==> src/rtl/seq_right_shifter.sv <==
// Iterative right shifter: one bit position per clock, one-hot shift amount,
// logical / arithmetic / rotate modes, with done/err completion pulses.
module seq_right_shifter #(
  parameter int WIDTH = 4
) (
  input  logic             clk,
  input  logic             rst,
  input  logic             start,
  input  logic [WIDTH-1:0] din,
  input  logic [WIDTH-1:0] sel,
  input  logic [1:0]       mode,
  output logic [WIDTH-1:0] dout,
  output logic             busy,
  output logic             done,
  output logic             err
);

  localparam int CW = $clog2(WIDTH);

  typedef enum logic [1:0] {IDLE, SHIFT, DONE, ERR} state_t;
  typedef enum logic [1:0] {M_LOG = 2'b00, M_ARI = 2'b01, M_ROT = 2'b10, M_RSV = 2'b11} mode_t;

  state_t           state_q;
  mode_t            mode_q;
  logic [WIDTH-1:0] data_q;
  logic [WIDTH-1:0] dout_q;
  logic [CW-1:0]    cnt_q;
  logic             busy_q;
  logic             done_q;
  logic             err_q;

  logic [CW-1:0]    sel_idx;
  int unsigned      sel_ones;
  logic             req_ok;
  logic             fill_d;
  logic [WIDTH-1:0] shift_d;

  always_comb begin
    sel_idx  = '0;
    sel_ones = 0;
    for (int unsigned i = 0; i < WIDTH; i++) begin
      if (sel[i]) begin
        sel_idx  = CW'(i);
        sel_ones = sel_ones + 1;
      end
    end
    req_ok = (sel_ones == 1) && (mode != M_RSV);
  end

  // The MSB never changes during an arithmetic shift, so data_q's MSB is the captured sign.
  always_comb begin
    fill_d = 1'b0;
    case (mode_q)
      M_ARI:   fill_d = data_q[WIDTH-1];
      M_ROT:   fill_d = data_q[0];
      default: fill_d = 1'b0;
    endcase
    shift_d = {fill_d, data_q[WIDTH-1:1]};
  end

  always_ff @(posedge clk or posedge rst) begin
    if (rst) begin
      state_q <= IDLE;
      mode_q  <= M_LOG;
      data_q  <= '0;
      dout_q  <= '0;
      cnt_q   <= '0;
      busy_q  <= 1'b0;
      done_q  <= 1'b0;
      err_q   <= 1'b0;
    end else begin
      case (state_q)
        IDLE: begin
          done_q <= 1'b0;
          err_q  <= 1'b0;
          if (start) begin
            busy_q <= 1'b1;
            if (req_ok) begin
              data_q <= din;
              mode_q <= mode_t'(mode);
              cnt_q  <= sel_idx;
              if (sel_idx == '0) begin
                state_q <= DONE;
                dout_q  <= din;
                done_q  <= 1'b1;
              end else begin
                state_q <= SHIFT;
              end
            end else begin
              state_q <= ERR;
              err_q   <= 1'b1;
            end
          end
        end
        SHIFT: begin
          data_q <= shift_d;
          cnt_q  <= cnt_q - CW'(1);
          if (cnt_q == CW'(1)) begin
            state_q <= DONE;
            dout_q  <= shift_d;
            done_q  <= 1'b1;
          end
        end
        DONE, ERR: begin
          state_q <= IDLE;
          busy_q  <= 1'b0;
          done_q  <= 1'b0;
          err_q   <= 1'b0;
        end
        default: state_q <= IDLE;
      endcase
    end
  end

  assign dout = dout_q;
  assign busy = busy_q;
  assign done = done_q;
  assign err  = err_q;

endmodule

==> config.mk <==
export PLATFORM = sky130hd
export DESIGN_NAME = seq_right_shifter
export DESIGN_NICKNAME = d
export VERILOG_FILES = /design/src/rtl/seq_right_shifter.sv
export SDC_FILE = /design/constraint.sdc
export NUM_CORES = 1
export LEC_CHECK = 0
export CELL_PAD_IN_SITES_DETAIL_PLACEMENT = 1
export CELL_PAD_IN_SITES_GLOBAL_PLACEMENT = 2
export CORE_MARGIN = 4
export CORE_UTILIZATION = 32
export CTS_CLUSTER_SIZE = 28
export DETAILED_ROUTE_END_ITERATION = 8
export GPL_TIMING_DRIVEN = 0
export PLACE_DENSITY = 0.82
export SETUP_SLACK_MARGIN = 0.02
export SLEW_MARGIN = 25
export SYNTH_ARGS = -nofsm -noshare
export SYNTH_HDL_FRONTEND = slang
export SYNTH_SLANG_ARGS = --single-unit
==> constraint.sdc <==
create_clock -name clk -period 2.1 [get_ports clk]
set_clock_uncertainty 0.05 [all_clocks]
set_input_delay 0.315 -clock clk [delete_from_list [all_inputs] [get_ports clk]]
set_output_delay 0.315 -clock clk [all_outputs]
set_load 0.05 [all_outputs]
==> flow_results.org <==
** STA
- Worst-margin pin slew :: 0.6443 ns
- Tcrit/Tclk final :: 103.9%
- Across all setup checks in the final design, the least slack found is -0.08157 ns.
- For this run, the top clock speed supported by timing is 458.4 MHz.
- Shortest period the worst path allows :: 2.182 ns
- Setup repair after global routing could not meet its margin everywhere.
- The final max-slew violation count is 0.
- Setup violations remaining at the end of the flow were counted as 9.
- Worst-case headroom to the max-slew limit :: 57.00%
- The final hold violation count was 0.

** Setup path
- Counting buffers and inverters, the worst setup path is 11 cells deep.
- Crit path kind :: in -> reg
- STA puts the critical path data required time at 2.24 ns.
- Among all stages on the critical path, the largest delay is contributed by or4_4.
- Data on the critical path arrives at its endpoint at 2.32 ns.
- Counting both buffers and inverters, the worst setup path holds a total of 3.
- Depth of the most critical reg-to-reg path :: 5
- For this run, the slowest stage of the critical path takes 0.47 ns.
- The signal on the critical path passes through buf_8, inv_4, ha_4, xor2_2, ha_1, and4b_1, or4_4, nand3_4, o31ai_4, buf_6, o22a_2.
- The worst setup path is captured at a register.
- Kind of cell with the highest combined delay on the critical path :: simple AND/OR/NAND/NOR gates
- Critical path peak fanout :: 5
- STA classifies the critical path startpoint as an input port.

** Synth
- Netlist Area Pre-Place :: 1006 sq um
- Post-Synthesis Cells :: 92
- Synthesized flop and latch total :: 17
- Number of nets produced by synthesis :: 111
- Among all flip-flop cells after synthesis, the most frequent one is dfrtp_1.
- In the post-synthesis netlist, the biggest area contributors are dfrtp_1 42%, ha_1 7.5%, o21a_1 5.2%.
- The netlist uses 36 different library cells.
- Counting flops with a built-in enable in the synthesized netlist gives 0.
- Cell accounting for the most synthesized area :: dfrtp_1
- For this run, the number of Yosys warnings is 0.
- Async set-reset flop share out of synthesis :: 100.0%
- Synthesized area per cell :: 10.93 sq um
- After synthesis, flip-flops and latches occupy 42.29% of the total area.
- Summed over its instances, the top area cell type makes up 42.29% of the synthesized netlist area.

** Die
- Area of the core :: 3028 sq um
- Die Width :: 64.07 um
- Overall die area :: 4105 sq um
- Number of placement rows :: 20
- Ports :: 20
- Effective utilization at floorplan :: 33.22%
- The die is 64.07 um tall.

** Routing
- In the routed design, unresolved DRC markers number 0.
- Violation count after the first detailed-route iteration :: 24
- Detailed-route wire length per cell :: 13.62 um
- Per-cell via count in the routed design :: 4.964
- Drt total wl :: 2302 um
- Before antenna repair, the detailed router went through 4 iterations.
- The final route contains 839 vias.
- The detail route stage leaves a number of antenna-violating nets equal to 0.

** Outcome
- Status :: complete, but fails checks
- Violations in the final reports :: negative setup slack

** Cells and area
- Fill cell instance count of the final layout :: 343
- Excluding fillers, the count of instances in the completed layout stands at 169.
- Area growth syn-to-layout :: 43.78%
- Antenna fix cells :: 0
- Leading cell type in the layout, fill and taps excluded :: dfrtp_1
- Layout cell share with drive strength beyond 1 :: 32.00%
- Post-layout nets :: 145
- Most frequent cells in the layout :: 17 x dfrtp_1, 16 x clkdlybuf4s50_1, 7 x o21a_1, 7 x buf_4
- Register Area :: 425.4 sq um
- Summing all multi-input logic gate instances after layout gives 595.6 sq um.

** CTS
- The tree is rooted in a clkbuf_4.
- TritonCTS clock tree :: yes
- Num CTS Buffers :: 3
- CTS hold repair buffers :: 0
- Count of clock tree sinks :: 17
- The longest clock path from root to sink contains 2 buffers.
- CTS built an H-tree with a depth of 1.
- CTS clock-pin slew for the worst setup and hold paths :: 0.10 ns
- Clock latency on the worst-skew pair, taken at its later pin, is 0.29 ns.

** Global routing
- Largest net degree at the start of global routing :: 18
- Antenna violations before repair :: 0
- GR Overflow Total :: 0
- Overall track demand over capacity in global routing :: 13.00%
- Global-route wire length before repair :: 4195 um
- Number of global-route vias before repair :: 889

** Placement
- Placed wire-length estimate after detailed placement :: 1659 um
- IO buf count :: 19
- Counting tap cells, the placed design contains a total of 155 instances.
- Final GP Congestion :: 0.7455

** Pwr
- Maximum VDD drop :: 0.2492 mV
- Static leakage :: 0.6042 nW
- Design Power :: 1.783 mW
- Power spread over the standard cell area amounts to 1233 nW/um^2.

** Hold path
- Min-Delay Path Class :: in -> async

** Flow run
- Max-cap violations in this run came to 0.
layer usage:
layer | GRT usage (%) | vias up | share of wire (%)
met5 | 0 | - | 0
met4 | 7.278 | 0 | 2.4
met3 | 1.054 | 4 | 4.1
met2 | 22.32 | 18 | 52
met1 | 15.88 | 415 | 41
li1 | - | 402 | -
registers in the layout, indices dropped and copies added, names as in the netlist:
| signal | flops |
|---|---|
| cnt_q | 2 |
| mode_q | 2 |
| err | 1 |
| data_q | 4 |
| busy | 1 |
| done | 1 |
| state_q | 2 |
| dout | 4 |
kinds of logic after synthesis:
family	count (synthesis)	share of synthesized area [%]
compound gates	26	21.27
xor+xnor	2	2.488
fa+ha+maj	6	7.462
buf+inv	9	4.229
flops	17	42.29
mux	4	5.224
simple gates	28	17.04
where the power goes:
part | total, mW | leakage, nW | switching (mW) | internal (mW)
clock network | 0.174 | 0.0150 | 0.101 | 0.0738
registers | 0.619 | 0.199 | 0.131 | 0.488
logic | 0.989 | 0.390 | 0.529 | 0.460
final timing paths:
path,start,end,slack (ns)
worst min-delay path,rst,busy,0.35
worst min register to register,dout[0],dout[0],0.44
min in group clk,dout[0],dout[0],0.44
worst max-delay path,sel[0],cnt_q[0],-0.08
worst max register to register,state_q[1],cnt_q[1],0.17
max in group asynchronous,rst,dout[0],1.23
worst reg2reg max path, cell delays in order (launching register included):
cell	delay [ns]
dfrtp_1	0.49
or3b_1	0.47
a21oi_2	0.22
nand3_2	0.18
o32a_1	0.33
o21a_1	0.10
metrics by stage:
step	hold WS (ns)	instance area [sq um]	utilization [%]	TNS, ns	setup WS (ns)
2_1_floorplan	0.1911	1057	-	-2.261	-0.2848
6_report	0.3546	1446	47.77	-0.4017	-0.08157
3_3_place_gp	0.4107	1303	43.02	-14.61	-1.113
4_1_cts	0.3840	1430	47.23	-0.3212	-0.07334
3_5_place_dp	0.4178	1303	43.02	-15.52	-1.224
5_1_grt	0.4303	1446	47.77	-0.7945	-0.1258
synth_stat cells (2+ instances only):
library cell and instances:
inv_1 7, nor2_1 7, nand2_1 6, ha_1 6, o21ai_0 3, mux2_2 2
nor4b_1 2, o22a_1 6, dfrtp_1 17, mux2_4 2, o21a_1 7, nand3_1 2
a22oi_1 2
timing repair:
| action | 4_1_cts | 5_1_grt |
|---|---|---|
| setup endpoints to repair | 16 | 14 |
| gates resized for setup | 22 | 4 |
| pin swaps | 8 | 6 |
| setup buffers | 9 | 1 |
| hold endpoints to repair | 0 | 0 |
cell type report:
cell class,count,share of cell area [%]
multi-input cells,66,41.18
flip-flops and latches,17,29.41
repair buffers,29,19.81
well taps,44,3.806
inverters,7,2.855
clock buffers,4,1.817
plain buffers,2,1.125
No activity file was read; power rests on OpenSTA's default activity.
